$ cat src/rtl/melody_sequencer_pkg.sv
// rtl/melody_sequencer_pkg.sv - shared types, pitch constants and pitch mapping for the melody sequencer
// Purpose: pitch half-period constants M1..M7, pitch-code enum, score-entry
//          struct, sequencer state enum and the pitch-to-period function.
// Ports:   none (package).
package melody_sequencer_pkg;

  localparam logic [16:0] M1 = 17'd95600;
  localparam logic [16:0] M2 = 17'd85150;
  localparam logic [16:0] M3 = 17'd75850;
  localparam logic [16:0] M4 = 17'd71600;
  localparam logic [16:0] M5 = 17'd63750;
  localparam logic [16:0] M6 = 17'd56800;
  localparam logic [16:0] M7 = 17'd50600;

  typedef enum logic [3:0] {
    REST = 4'd0,
    DO   = 4'd1,
    RE   = 4'd2,
    MI   = 4'd3,
    FA   = 4'd4,
    SO   = 4'd5,
    LA   = 4'd6,
    SI   = 4'd7
  } pitch_e;

  typedef struct packed {
    logic [3:0] pitch;
    logic [1:0] dur;
  } score_entry_t;

  typedef enum logic [2:0] {
    ST_IDLE,
    ST_LOAD,
    ST_PLAY,
    ST_GAP,
    ST_DONE
  } state_e;

  // Codes 0 and 8..15 are rests and map to a zero (silent) period.
  function automatic logic [16:0] pitch_period(input logic [3:0] pitch);
    case (pitch)
      4'd1:    return M1;
      4'd2:    return M2;
      4'd3:    return M3;
      4'd4:    return M4;
      4'd5:    return M5;
      4'd6:    return M6;
      4'd7:    return M7;
      default: return 17'd0;
    endcase
  endfunction

endpackage

$ cat src/rtl/melody_sequencer_if.sv
// rtl/melody_sequencer_if.sv - control and note bus between sequencer and its user
// Purpose: groups the playback controls and the note outputs.
// Ports:   start/stop (pulses), pause (level) from master;
//          note_period, tone_en, note_idx, busy, done from slave.
interface melody_sequencer_if;

  logic        start;
  logic        stop;
  logic        pause;
  logic [16:0] note_period;
  logic        tone_en;
  logic [4:0]  note_idx;
  logic        busy;
  logic        done;

  modport master (
    output start, stop, pause,
    input  note_period, tone_en, note_idx, busy, done
  );

  modport slave (
    input  start, stop, pause,
    output note_period, tone_en, note_idx, busy, done
  );

endinterface

$ cat src/rtl/melody_rom.sv
// rtl/melody_rom.sv - 32x6 synchronous score ROM
// Purpose: holds the fixed score; one-cycle read latency.
// Ports:   clk, i_addr (entry index), o_entry (registered {pitch, dur}).
module melody_rom
  import melody_sequencer_pkg::*;
(
  input  logic         clk,
  input  logic [4:0]   i_addr,
  output score_entry_t o_entry
);

  function automatic score_entry_t mk(input pitch_e p, input logic [1:0] d);
    score_entry_t e;
    e.pitch = p;
    e.dur   = d;
    return e;
  endfunction

  function automatic score_entry_t entry_at(input logic [4:0] a);
    case (a)
      5'd0:    return mk(DO,   2'd0);
      5'd1:    return mk(RE,   2'd0);
      5'd2:    return mk(MI,   2'd1);
      5'd3:    return mk(REST, 2'd0);
      5'd4:    return mk(DO,   2'd0);
      5'd5:    return mk(DO,   2'd0);
      5'd6:    return mk(SO,   2'd0);
      5'd7:    return mk(SO,   2'd0);
      5'd8:    return mk(LA,   2'd0);
      5'd9:    return mk(LA,   2'd0);
      5'd10:   return mk(SO,   2'd1);
      5'd11:   return mk(FA,   2'd0);
      5'd12:   return mk(FA,   2'd0);
      5'd13:   return mk(MI,   2'd0);
      5'd14:   return mk(MI,   2'd0);
      5'd15:   return mk(RE,   2'd0);
      5'd16:   return mk(RE,   2'd0);
      5'd17:   return mk(DO,   2'd1);
      5'd18:   return mk(SO,   2'd0);
      5'd19:   return mk(SO,   2'd0);
      5'd20:   return mk(FA,   2'd0);
      5'd21:   return mk(FA,   2'd0);
      5'd22:   return mk(MI,   2'd0);
      5'd23:   return mk(MI,   2'd0);
      5'd24:   return mk(RE,   2'd1);
      5'd25:   return mk(SO,   2'd0);
      5'd26:   return mk(SO,   2'd0);
      5'd27:   return mk(FA,   2'd0);
      5'd28:   return mk(FA,   2'd0);
      5'd29:   return mk(MI,   2'd0);
      5'd30:   return mk(RE,   2'd1);
      default: return mk(REST, 2'd3);
    endcase
  endfunction

  always_ff @(posedge clk) begin
    o_entry <= entry_at(i_addr);
  end

endmodule

$ cat src/rtl/melody_sequencer.sv
// rtl/melody_sequencer.sv - score walker feeding the buzzer PWM stage
// Purpose: plays score entries at a programmable tempo with a silent
//          articulation gap at the end of each note; start/stop/pause control.
// Ports:   clk, rst_n (async active-low);
//          bus.start/stop/pause in; bus.note_period/tone_en/note_idx/busy/done out.
module melody_sequencer
  import melody_sequencer_pkg::*;
#(
  parameter int BEAT_CYCLES = 12500000,
  parameter int GAP_CYCLES  = 500000,
  parameter int SCORE_LEN   = 32,
  parameter bit LOOP        = 1'b1
) (
  input logic               clk,
  input logic               rst_n,
  melody_sequencer_if.slave bus
);

  localparam logic [4:0]  LAST_IDX = 5'(SCORE_LEN - 1);
  localparam logic [25:0] GAP_LAST = 26'(GAP_CYCLES - 1);

  state_e       r_state, w_state_next;
  logic [4:0]   r_idx, w_idx_next;
  logic [16:0]  r_period, w_period_next;
  logic [1:0]   r_dur, w_dur_next;
  logic [25:0]  r_cnt, w_cnt_next;
  logic [25:0]  w_play_last;
  score_entry_t w_rom_entry;

  // The ROM is addressed with the next index so its registered output is
  // already valid during the single LOAD cycle that follows.
  melody_rom u_rom (
    .clk     (clk),
    .i_addr  (w_idx_next),
    .o_entry (w_rom_entry)
  );

  // Sounding part of a note: full length minus the trailing gap.
  assign w_play_last = 26'((int'(r_dur) + 1) * BEAT_CYCLES - GAP_CYCLES - 1);

  always_ff @(posedge clk or negedge rst_n) begin
    if (!rst_n) begin
      r_state  <= ST_IDLE;
      r_idx    <= 5'd0;
      r_period <= 17'd0;
      r_dur    <= 2'd0;
      r_cnt    <= 26'd0;
    end else begin
      r_state  <= w_state_next;
      r_idx    <= w_idx_next;
      r_period <= w_period_next;
      r_dur    <= w_dur_next;
      r_cnt    <= w_cnt_next;
    end
  end

  always_comb begin
    w_state_next  = r_state;
    w_idx_next    = r_idx;
    w_period_next = r_period;
    w_dur_next    = r_dur;
    w_cnt_next    = r_cnt;

    if (bus.stop) begin
      // stop overrides start and pause in every state
      w_state_next  = ST_IDLE;
      w_idx_next    = 5'd0;
      w_period_next = 17'd0;
      w_cnt_next    = 26'd0;
    end else begin
      case (r_state)
        ST_IDLE: begin
          if (bus.start) begin
            w_state_next = ST_LOAD;
            w_idx_next   = 5'd0;
            w_cnt_next   = 26'd0;
          end
        end
        ST_LOAD: begin
          w_period_next = pitch_period(w_rom_entry.pitch);
          w_dur_next    = w_rom_entry.dur;
          w_cnt_next    = 26'd0;
          w_state_next  = ST_PLAY;
        end
        ST_PLAY: begin
          if (!bus.pause) begin
            if (r_cnt == w_play_last) begin
              w_cnt_next   = 26'd0;
              w_state_next = ST_GAP;
            end else begin
              w_cnt_next = r_cnt + 26'd1;
            end
          end
        end
        ST_GAP: begin
          if (!bus.pause) begin
            if (r_cnt == GAP_LAST) begin
              w_cnt_next = 26'd0;
              if (r_idx != LAST_IDX) begin
                w_idx_next   = r_idx + 5'd1;
                w_state_next = ST_LOAD;
              end else if (LOOP) begin
                w_idx_next   = 5'd0;
                w_state_next = ST_LOAD;
              end else begin
                w_state_next = ST_DONE;
              end
            end else begin
              w_cnt_next = r_cnt + 26'd1;
            end
          end
        end
        ST_DONE: begin
          w_state_next  = ST_IDLE;
          w_idx_next    = 5'd0;
          w_period_next = 17'd0;
        end
        default: begin
          w_state_next = ST_IDLE;
        end
      endcase
    end
  end

  // pause silences the tone immediately; the period is left untouched.
  assign bus.tone_en     = (r_state == ST_PLAY) && !bus.pause && (r_period != 17'd0);
  assign bus.note_period = r_period;
  assign bus.note_idx    = r_idx;
  assign bus.busy        = (r_state == ST_LOAD) || (r_state == ST_PLAY) || (r_state == ST_GAP);
  assign bus.done        = (r_state == ST_DONE);

endmodule

$ cat src/flat_wrapper.sv
// flat-port wrapper written by rule: the top's interface ports become plain ports
module melody_sequencer_flat import melody_sequencer_pkg::*;
#(
  parameter int BEAT_CYCLES = 12500000,
  parameter int GAP_CYCLES  = 500000,
  parameter int SCORE_LEN   = 32,
  parameter bit LOOP        = 1'b1
)
  (clk, rst_n, bus_start, bus_stop, bus_pause, bus_note_period, bus_tone_en, bus_note_idx, bus_busy, bus_done);
  melody_sequencer_if bus_i ();
  input logic clk;
  input logic rst_n;
  input wire logic [$bits(bus_i.start)-1:0] bus_start;
  input wire logic [$bits(bus_i.stop)-1:0] bus_stop;
  input wire logic [$bits(bus_i.pause)-1:0] bus_pause;
  output wire logic [$bits(bus_i.note_period)-1:0] bus_note_period;
  output wire logic [$bits(bus_i.tone_en)-1:0] bus_tone_en;
  output wire logic [$bits(bus_i.note_idx)-1:0] bus_note_idx;
  output wire logic [$bits(bus_i.busy)-1:0] bus_busy;
  output wire logic [$bits(bus_i.done)-1:0] bus_done;
  assign bus_i.start = bus_start;
  assign bus_i.stop = bus_stop;
  assign bus_i.pause = bus_pause;
  assign bus_note_period = bus_i.note_period;
  assign bus_tone_en = bus_i.tone_en;
  assign bus_note_idx = bus_i.note_idx;
  assign bus_busy = bus_i.busy;
  assign bus_done = bus_i.done;
  melody_sequencer #(.BEAT_CYCLES(BEAT_CYCLES), .GAP_CYCLES(GAP_CYCLES), .SCORE_LEN(SCORE_LEN), .LOOP(LOOP)) u_core (.clk(clk), .rst_n(rst_n), .bus(bus_i));
endmodule
$ cat config.mk
export PLATFORM = sky130hd
export DESIGN_NAME = melody_sequencer_flat
export DESIGN_NICKNAME = d
export VERILOG_FILES = /design/src/rtl/melody_sequencer_pkg.sv /design/src/rtl/melody_sequencer_if.sv /design/src/rtl/melody_rom.sv /design/src/rtl/melody_sequencer.sv /design/src/flat_wrapper.sv
export SDC_FILE = /design/constraint.sdc
export NUM_CORES = 1
export LEC_CHECK = 0
export BUFFER_PORTS_ARGS = -buffer_cell sky130_fd_sc_hd__clkbuf_2
export CORE_ASPECT_RATIO = 1.4
export CORE_MARGIN = 10
export CORE_UTILIZATION = 40
export DETAILED_ROUTE_END_ITERATION = 10
export HOLD_SLACK_MARGIN = 0.03
export SYNTH_ARGS = -nofsm -noshare
export SYNTH_HDL_FRONTEND = slang
export SYNTH_SLANG_ARGS = --single-unit
$ cat constraint.sdc
create_clock -name clk -period 3.85 [get_ports clk]
set_input_delay 0.385 -clock clk [delete_from_list [all_inputs] [get_ports clk]]
set_output_delay 0.385 -clock clk [all_outputs]
set_load 0.02 [all_outputs]
==> run summary, run 1 <==
crit path from - u_core.r_dur[0]$_DFFE_PN0P_
Non-Filler Instances - 602
Post-synth EDFFs - 0
die height - 137 um
Worst slew margin - 47.8%
I/O pins - 30
Clock Sinks - 56
area leader, netlist - dfrtp_1
Fill cells - 969
syn avg cell area - 8.70 um^2
busiest grt layer - met2
period utilization - 90.0%
root buf cell - clkbuf_16
Post-DRT Antenna Nets - 0
GR Layer Usage met1 - 14.4%
Sw Pwr - 0.659 mW
WL per Instance - 16.4 um
DR vias/cell - 5.51
CP most frequent cell - ha_1
Area contributors post-synth - dfrtp_1, ha_1, nor2_1, nand2_1, mux2i_1
post-cts resize count - 0
Initial Utilization - 41.2%
Max stage delay on crit path - 0.60 ns
Comb power frac - 33.5%
Area Growth Syn to Fin - 9.43%
Final TNS setup - 0 ns
met3 Usage GRT - 2.45%
status - complete, no violations
Critical Path Source Type - flop
layout net count - 499
cells along the critical path - inv_1 > ha_1 > xnor2_1 > ha_1 > a21oi_1 > and3_2 > o2111ai_2 > a2111oi_4 > o31ai_4 > a21o_1 > a22o_1
Final Skew - 0.00778 ns
leakage power - 1.84 nW
first-pass GRT wire length - 16500 um
Routed WL - 9870 um
Final min period - 3.46 ns
placed insts - 594
CTS Buffer Depth - 2
hold_buf cts - 0
maximum number of pins on one net before global-route repair - 30
worst hold path class - in2async
initial antenna violation count - 0
Layout Utilization - 45.0%
antenna diode count - 0
GPL Wtd Cong - 0.898
synthesized cell area - 3920 um^2
IO buf count - 27
layout cells sized above 1 - 13.6%
Max Slew Vio Count - 0
# H-tree levels - 2
Sw Share - 37.8%
Post-route DRC - 0
WP data required - 4.04 ns
total track usage - 14.0%
routed via count - 3316
CP max-delay cell - a2111oi_4
Yosys top cell area share - 32.6%
top fanout value on the critical path - 10
TritonRoute pass-1 iters - 4
Worst-path clk slew - 0.07 ns
core area - 9510 um^2
setup ws final - 0.387 ns
die area - 14200 um^2
Seq pwr share - 40.5%
RSZ-0062 raised after global routing - false
r2r startpoint - u_core.r_dur[0]$_DFFE_PN0P_
vias in the first global route - 3413
fmax - 0.289 GHz
critical path capture point type - flop
Skew-Pair Late Insertion Delay - 0.30 ns
GRT overflow - 0
Finish-stage setup viols - 0
Final Hold Viols - 0
cts bufs inserted - 5
Final HPWL DP - 7610 um
Place WS - 0.368 ns
CTS tree - built
Synth Instances - 450
power per cell area - 407 nW/um^2
#FFs+latches synth - 56
critical path start-end classification - reg2reg
row cnt - 42
Top FF cell, synth - dfrtp_1
Max-Cap Viols - 0
Worst Tran Pin Value - 0.783 ns
met2 Use GR - 27.0%
Setup Buffers After CTS - 0
worst path arrival time - 3.65 ns
P_int - 1.09 mW
warnings from Yosys - 0
Peak supply drop - 332 uV
synth unique cells - 65
Post-synth ARST share - 91.1%
Starting DRT DRC Count - 169
clock share of power - 26.0%
sequential element share of the synthesized area - 35.2%
die width - 104 um
state kept, by name, indices dropped and copies added, names as in the netlist:
| name | count |
|---|---|
| u_core.bus.note_period | 16 |
| u_core.r_dur | 2 |
| u_core.r_state | 2 |
| u_core.u_rom.o_entry | 5 |
| u_core.bus.note_idx | 5 |
| u_core.r_cnt | 26 |
final cells by class:
class	instances	area, um^2	share of cell area (%)
Inverter	24	90.1	2.10
Multi-Input combinational cell	346	2300	53.8
Sequential cell	56	1380	32.1
Tap cell	132	165	3.86
Timing Repair Buffer	36	203	4.73
Clock inverter	2	16.3	0.380
Clock buffer	6	129	3.01
critical path, delay by kind of cell, from the launching register on:
kind,cells,cell delay (ns)
simple gates,1,0.24
compound gates,6,1.56
xor+xnor,1,0.17
fa+ha+maj,2,0.65
buf+inv,1,0.22
flops,1,0.53
Yosys cell counts, drive strengths merged, types with 2 or more instances:
cell type and instances:
nand2 38, or3 4, nor3 17, buf 13, o21ai 19, mux2 2
a311oi 3, mux2i 14, o221ai 2, nor2 52, a21o 5, o31ai 2
nor4 7, and2 2, nand3 22, a22o 4, xor2 13, nor2b 6
a21oi 23, nand3b 2, o211ai 5, nand4 14, dfrtp 51, dfxtp 5
inv 23, clkbuf 12, o311ai 2, a2111o 2, nand2b 6, o22ai 2
and3 7, and4 4, a211oi 6, ha 25, or2 4, xnor2 15
metal layers:
metal	routed length, um	part of all wire, %	vias up
li1	-	-	1619
met1	3960	40	1608
met2	5220	53	67
met3	364	3.7	22
met4	324	3.3	0
met5	0	0	-
power by group through the flow:
stage               Combinational [mW]  Sequential, mW  Clock [mW]
CTS                              0.595           0.707       0.468
finish                           0.585           0.707       0.453
detailed placement               0.593           0.718           0
floorplan                        0.369           0.769           0
global route                     0.655           0.716       0.484
global placement                 0.586           0.716           0
final timing paths:
path                                                 to  slack [ns]  cells after the start
max in group asynchronous  u_core.r_cnt[20]$_DFFE_PN0P_        2.87                      2
hold / removal             u_core.r_cnt[14]$_DFFE_PN0P_        0.16                      1
setup reg to reg            u_core.r_cnt[4]$_DFFE_PN0P_        0.39                     11
hold reg to reg             u_core.r_dur[0]$_DFFE_PN0P_        0.44                      2
setup / recovery            u_core.r_cnt[4]$_DFFE_PN0P_        0.39                     11
min in group clk            u_core.r_dur[0]$_DFFE_PN0P_        0.44                      2
placed cells by master, fill, tap and decap left out, drive strengths merged, types with 4 or more instances in the layout:
master / synthesis / routed
dfxtp: 5 / 5
ha: 25 / 25
and3: 7 / 7
xnor2: 15 / 15
nand2b: 6 / 6
inv: 23 / 23
a21o: 5 / 5
a211oi: 6 / 6
a21oi: 23 / 23
o211ai: 5 / 5
or3: 4 / 4
nor4: 7 / 7
nor3: 17 / 17
mux2i: 14 / 14
nand4: 14 / 14
nand2: 38 / 38
or2: 4 / 4
dfrtp: 51 / 51
nand3: 22 / 22
and4: 4 / 4
a22o: 4 / 4
nor2b: 6 / 6
xor2: 13 / 13
buf: 13 / 9
clkbuf: 12 / 33
nor2: 52 / 52
o21ai: 19 / 19
per-stage QoR:
step / cell area, um^2 / hold slack, ns / power, mW
6_report: 4280 / 0.159 / 1.74
5_1_grt: 4280 / 0.213 / 1.85
4_1_cts: 4280 / 0.179 / 1.77
3_5_place_dp: 4140 / 0.428 / 1.31
3_3_place_gp: 4140 / 0.426 / 1.30
2_1_floorplan: 3920 / 0.0894 / 1.14
logic make-up (layout without fill, tap and decap cells):
group                      Yosys count  after routing  share of synthesized area, %
buffers and inverters               49             68                          6.07
other                                1              2                        0.0958
and+or+nand+nor                    190            190                          24.3
muxes                               16             16                          4.15
adders and majority gates           25             25                          7.99
AOI/OAI and AO/OA                   85             85                          16.0
DFF                                 56             56                          35.2
xor gates and xnor gates            28             28                          6.26
Power figures use the tool's default switching activity.
==> run 2, diff against run 1 <==
--- a/config.mk
+++ b/config.mk
@@ -5,6 +5,7 @@
 export SDC_FILE = /design/constraint.sdc
 export NUM_CORES = 1
 export LEC_CHECK = 0
+export ABC_AREA = 1
 export BUFFER_PORTS_ARGS = -buffer_cell sky130_fd_sc_hd__clkbuf_2
 export CORE_ASPECT_RATIO = 1.4
 export CORE_MARGIN = 10
==> run summary, run 2 <==
Largest Register - u_core.r_cnt
largest family of logic cells by synthesized area - simple AND/OR/NAND/NOR gates
warnings from Yosys - 0 (unchanged)
Synth Instances - 587 (+30%)
WL per Instance - 14.2 um (-14%)
mux share of post-synthesis cell area - 0% (-4.2 points)
Final HPWL DP - 8060 um (+5.9%)
area leader, netlist - dfrtp_1
first-pass GRT wire length - 18200 um (+9.9%)
Max stage delay on crit path - 0.52 ns (-0.08 ns)
leakage power - 2.07 nW (+13%)
CTS tree - built
DR vias/cell - 5.10 (-7.3%)
period utilization - 79.3% (-11 points)
CP max-delay cell - dfrtp_1
IO buf count - 27 (unchanged)
GRT overflow - 0 (unchanged)
Initial Utilization - 40.6% (-0.53 points)
Max Slew Vio Count - 0 (unchanged)
Post-synth ARST share - 91.1% (unchanged)
sequential element share of the synthesized area - 32.7% (-2.4 points)
initial antenna violation count - 0 (unchanged)
most frequent cells in the layout - nand2_1, inv_1, nor2_1, nand3_1, dfrtp_1
Post-synth EDFFs - 0 (unchanged)
Simple-Gate Fraction of Synth Area - 32.1% (+7.8 points)
Post-DRT Antenna Nets - 0 (unchanged)
total track usage - 14.4% (+0.38 points)
I/O pins - 30 (unchanged)
Routed WL - 10500 um (+6.3%)
top fanout value on the critical path - 25 (+15)
count leader, synth - nand2_1
worst hold path class - in2async
syn avg cell area - 7.16 um^2 (-18%)
RSZ-0062 raised after global routing - false
status - complete, no violations
root buf cell - clkbuf_16
leading cell type in the layout, fill and taps excluded - nand2_1
adder-cell area share of the yosys netlist - 7.44% (-0.55 points)
fmax - 0.327 GHz (+13%)
critical path capture point type - flop
row cnt - 44 (+4.8%)
power per cell area - 489 nW/um^2 (+20%)
Peak supply drop - 368 uV (+11%)
core area - 10300 um^2 (+8.8%)
placed insts - 733 (+23%)
layout cells sized above 1 - 14.4% (+0.81 points)
routed via count - 3782 (+14%)
Worst Tran Pin Value - 0.723 ns (-0.0601 ns)
Final Hold Viols - 0 (unchanged)
Post-route DRC - 0 (unchanged)
Finish-stage setup viols - 0 (unchanged)
CP bufs+invs - 1 (unchanged)
Compound-Gate Fraction of Synth Area - 12.0% (-4.1 points)
critical path start-end classification - reg2reg
maximum number of pins on one net before global-route repair - 52 (+73%)
Worst slew margin - 51.7% (+4.0 points)
cts bufs inserted - 5 (unchanged)
crit-path leading delay family - simple AND/OR/NAND/NOR gates
Critical Path Source Type - flop
Clock Sinks - 56 (unchanged)
post-cts resize count - 0 (unchanged)
die width - 107 um (+2.9%)
vias in the first global route - 3820 (+12%)
hold_buf cts - 0 (unchanged)
die height - 141 um (+3.1%)
number of flip-flops in the largest register - 26 (unchanged)
synthesized cell area - 4210 um^2 (+7.4%)
Skew-Pair Late Insertion Delay - 0.30 ns (about the same)
Area contributors post-synth - dfrtp_1, nand2_1, ha_1, nand3_1, inv_1
Starting DRT DRC Count - 170 (+0.59%)
GPL Wtd Cong - 0.950 (+5.8%)
most instantiated cells after synthesis - nand2_1, inv_1, nor2_1
Non-Filler Instances - 741 (+23%)
Final min period - 3.05 ns (-0.409 ns)
antenna diode count - 0 (unchanged)
Yosys top cell area share - 30.3% (-2.3 points)
xor/xnor cell area share of the yosys netlist - 6.04% (-0.22 points)
TritonRoute pass-1 iters - 5 (+1)
Top FF cell, synth - dfrtp_1
layout net count - 632 (+27%)
CTS Buffer Depth - 2 (unchanged)
Worst-path clk slew - 0.08 ns (about the same)
die area - 15100 um^2 (+6.1%)
worst path arrival time - 3.22 ns (-0.43 ns)
cells along the critical path - inv_1 > ha_1 > xnor2_1 > ha_1 > a21oi_1 > nand2_1 > xnor2_1 > nor2_1 > nor2_1 > nand3_1 > nand2_1 > nand2_2 > nand2_4 > o21ai_0
Final Skew - 0.00303 ns (-0.00475 ns)
Area Growth Syn to Fin - 8.18%
Max-Cap Viols - 0 (unchanged)
WP data required - 4.02 ns (-0.02 ns)
# H-tree levels - 2 (unchanged)
Setup Buffers After CTS - 0 (unchanged)
synth unique cells - 39 (-40%)
Final TNS setup - 0 ns (unchanged)
#FFs+latches synth - 56 (unchanged)
WHS - 0.206 ns (+0.0471 ns)
[run 2: kinds of logic (layout without fill, tap and decap cells)]
group	Yosys count	after routing
fa+ha+maj	25	25
flops	56	56
simple gates	304	304
compound gates	78	78
other cells	1	2
xor+xnor	29	29
buf+inv	94	109
[run 2: per-layer routing]
layer / up-vias / wire length, um / track usage, %
li1: 1899 / - / -
met1: 1783 / 4280 / 16.1
met2: 78 / 5540 / 26.1
met3: 22 / 319 / 1.77
met4: 0 / 357 / 6.93
met5: - / 0 / 0
[run 2: per-stage QoR]
stage / utilization, % / setup WS (ns) / instance area (um^2) / total power, mW
floorplan: - / 1.33 / 4210 / 1.49
global placement: 42.5 / 0.997 / 4400 / 1.75
detailed placement: 42.5 / 0.833 / 4400 / 1.77
CTS: 44.0 / 0.806 / 4550 / 2.25
global route: 44.0 / 0.488 / 4550 / 2.41
finish: 44.0 / 0.796 / 4550 / 2.22
[run 2: worst paths after layout]
kind	startpoint	to	slack [ns]	depth (start not counted)
hold / removal	rst_n	u_core.r_cnt[19]$_DFFE_PN0P_	0.21	2
setup / recovery	u_core.r_dur[0]$_DFFE_PN0P_	u_core.r_cnt[18]$_DFFE_PN0P_	0.80	14
hold reg to reg	u_core.u_rom.o_entry[1]$_SDFF_PN0_	u_core.r_dur[1]$_DFFE_PN0P_	0.45	2
max in group asynchronous	rst_n	u_core.bus.note_period[16]$_DFFE_PN0P_	3.20	2
min in group clk	bus_stop	u_core.bus.note_idx[0]$_DFF_PN0_	0.39	2
setup reg to reg	u_core.r_dur[0]$_DFFE_PN0P_	u_core.r_cnt[18]$_DFFE_PN0P_	0.80	14
[run 2: layout make-up]
type                            instances  area (um^2)
Multi-Input combinational cell        438         2430
Inverter                               72          272
Sequential cell                        56         1380
Tap cell                              138          173
Clock buffer                            5          125
Clock inverter                          3         26.3
Timing Repair Buffer                   29          150
Fill cell                            1127         5800
[run 2: power breakdown]
part           internal (mW)  switching [mW]
Combinational          0.297           0.673
Sequential             0.679          0.0984
Clock                  0.248           0.229
==> run 3, diff against run 2 <==
==> constraint.sdc (replaced) <==
create_clock -name clk -period 2.89 [get_ports clk]
set_input_delay 0.289 -clock clk [delete_from_list [all_inputs] [get_ports clk]]
set_output_delay 0.289 -clock clk [all_outputs]
set_load 0.02 [all_outputs]
==> run summary, run 3 (synthesis results as in run 2) <==
Seq pwr share - 34.6% (-0.4 points)
Final TNS setup - 0 ns (unchanged)
clock share of power - 21.4% (about the same)
Post-route DRC - 0 (unchanged)
GPL Wtd Cong - 0.894 (-5.9%)
DR vias/cell - 5.12 (+0.23%)
fmax - 0.391 GHz (+19%)
maximum number of pins on one net before global-route repair - 37 (-29%)
Sw Share - 45.5% (+0.54 points)
layout cells sized above 1 - 16.0% (+1.6 points)
most frequent cells in the layout - nand2_1, inv_1, nor2_1, nand3_1, dfrtp_1
die width - 107 um (unchanged)
critical path start-end classification - reg2reg
die height - 141 um (unchanged)
period utilization - 88.5% (+9.1 points)
Final Hold Viols - 0 (unchanged)
RSZ-0062 raised after global routing - false
root buf cell - clkbuf_16
Peak supply drop - 521 uV (+41%)
Sw Pwr - 1.37 mW (+37%)
power per cell area - 649 nW/um^2 (+33%)
total track usage - 15.1% (+0.67 points)
worst hold path class - in2async
core area - 10300 um^2 (unchanged)
first-pass GRT wire length - 18800 um (+3.3%)
WL met3 - 323 um (+1.3%)
worst path arrival time - 2.76 ns (-0.46 ns)
Comb power frac - 44.0% (+0.4 points)
Critical Path Source Type - flop
critical path capture point type - flop
Worst Tran Pin Value - 0.940 ns (+0.217 ns)
IO buf count - 27 (unchanged)
I/O pins - 30 (unchanged)
Final min period - 2.56 ns (-0.498 ns)
Worst slew margin - 37.3% (-14 points)
Finish-stage setup viols - 0 (unchanged)
top layer in use - met4
Worst-path clk slew - 0.08 ns (about the same)
Final Skew - 0.00701 ns (+0.00398 ns)
antenna diode count - 0 (unchanged)
initial antenna violation count - 0 (unchanged)
vias in the first global route - 3950 (+3.4%)
Area Growth Syn to Fin - 10.3%
Max stage delay on crit path - 0.38 ns (-0.14 ns)
row cnt - 44 (unchanged)
WP data required - 3.09 ns (-0.93 ns)
CP bufs+invs - 1 (unchanged)
Starting DRT DRC Count - 163 (-4.1%)
Max Slew Vio Count - 0 (unchanged)
TritonRoute pass-1 iters - 4 (-1)
Routed WL - 11000 um (+4.5%)
Post-DRT Antenna Nets - 0 (unchanged)
Fill cells - 1092 (-3.1%)
GRT overflow - 0 (unchanged)
CTS tree - built
hold_buf cts - 0 (unchanged)
leakage power - 2.11 nW (+1.9%)
cells along the critical path - ha_1 > nand2_2 > nor2_4 > nand4_2 > nor2_2 > nand2_1 > nand2_1 > nand3_1 > nand2_1 > nand2_1 > nor2_4 > inv_1 > ha_1 > nand3_1 > nand3_1 > nand3_1 > nand2_1
number of flip-flops in the largest register - 26 (unchanged)
post-cts resize count - 0 (unchanged)
Clock Sinks - 56 (unchanged)
CTS Buffer Depth - 2 (unchanged)
CP most frequent cell - nand2_1
Skew-Pair Late Insertion Delay - 0.30 ns (about the same)
metal2 WL - 5990 um (+8.1%)
Largest Register - u_core.r_cnt
wl on met1 - 4260 um (-0.44%)
Initial Utilization - 40.6% (unchanged)
WL per Instance - 14.6 um (+3.1%)
Final HPWL DP - 8670 um (+7.6%)
Pwr Total - 3.01 mW (+35%)
Setup Buffers After CTS - 0 (unchanged)
routed via count - 3842 (+1.6%)
# H-tree levels - 2 (unchanged)
cts bufs inserted - 5 (unchanged)
CP max-delay cell - dfrtp_1
leading cell type in the layout, fill and taps excluded - nand2_1
crit-path leading delay family - simple AND/OR/NAND/NOR gates
top fanout value on the critical path - 5 (-80%)
layout net count - 642 (+1.6%)
status - complete, no violations
die area - 15100 um^2 (unchanged)
Max-Cap Viols - 0 (unchanged)
P_int - 1.64 mW (+34%)
WHS - 0.116 ns (-0.0906 ns)
==> run 3: changes by cell type in the layout (fill, tap and decap cells not counted) <==
cell / previous run / this run
nor2_2: 5 / 4
nand2_4: 2 / 1
nand2_8: 0 / 1
dfrtp_1: 51 / 50
clkinv_4: 1 / 0
buf_4: 2 / 12
clkinvlp_4: 0 / 1
dfrtp_2: 0 / 1
nor2_4: 2 / 3
==> run 3: per-layer routing <==
layer / track usage [%] / vias to the layer above
met2: 28.3 / 98
li1: - / 1932
met4: 7.01 / 0
met3: 2.04 / 33
met1: 16.0 / 1779
met5: 0 / -
==> run 3: power by group through the flow <==
stage	registers, mW	clock network, mW	logic [mW]
detailed placement	1.06	0	1.31
CTS	1.04	0.672	1.32
finish	1.04	0.644	1.32
global placement	1.05	0	1.30
floorplan	1.13	0	0.855
global route	1.06	0.692	1.50
==> run 3: path summary, 6_finish.rpt <==
check / end / slack (ns) / from / depth (start not counted)
min in group clk: u_core.bus.note_idx[0]$_DFF_PN0_ / 0.31 / bus_stop / 2
worst min register to register: u_core.r_dur[0]$_DFFE_PN0P_ / 0.46 / u_core.u_rom.o_entry[0]$_DFF_P_ / 2
worst min-delay path: u_core.r_cnt[16]$_DFFE_PN0P_ / 0.12 / rst_n / 1
max in group asynchronous: u_core.bus.note_period[3]$_DFFE_PN0P_ / 1.99 / rst_n / 2
worst max register to register: u_core.u_rom.o_entry[3]$_DFF_P_ / 0.33 / u_core.r_cnt[1]$_DFFE_PN0P_ / 17
worst max-delay path: u_core.u_rom.o_entry[3]$_DFF_P_ / 0.33 / u_core.r_cnt[1]$_DFFE_PN0P_ / 17
==> run 3: worst register-to-register path: stages, from the launching register on <==
cell and delay [ns]:
dfrtp_1 0.38, ha_1 0.20, nand2_2 0.10, nor2_4 0.16
nand4_2 0.11, nor2_2 0.17, nand2_1 0.13, nand2_1 0.09
nand3_1 0.07, nand2_1 0.07, nand2_1 0.07, nor2_4 0.12
inv_1 0.10, ha_1 0.32, nand3_1 0.12, nand3_1 0.09
nand3_1 0.09, nand2_1 0.06
==> run 3: area by class of cell <==
class                           count  area, um^2  share of cell area [%]
Tap cell                          138         173                    3.72
Timing Repair Buffer               39         225                    4.86
Inverter                           72         272                    5.85
Multi-Input combinational cell    438        2440                    52.6
Clock buffer                        5         125                    2.70
Sequential cell                    56        1380                    29.7
Clock inverter                      3        25.0                   0.540
==> run 3: metrics by stage <==
step           std cells  area, um^2  worst slack (ns)  utilization (%)
2_1_floorplan        588        4210             0.374                -
3_3_place_gp         743        4470             0.300             43.2
3_5_place_dp         743        4470             0.258             43.2
4_1_cts              751        4620             0.234             44.7
5_1_grt              751        4640            0.0303             44.8
6_report             751        4640             0.333             44.8
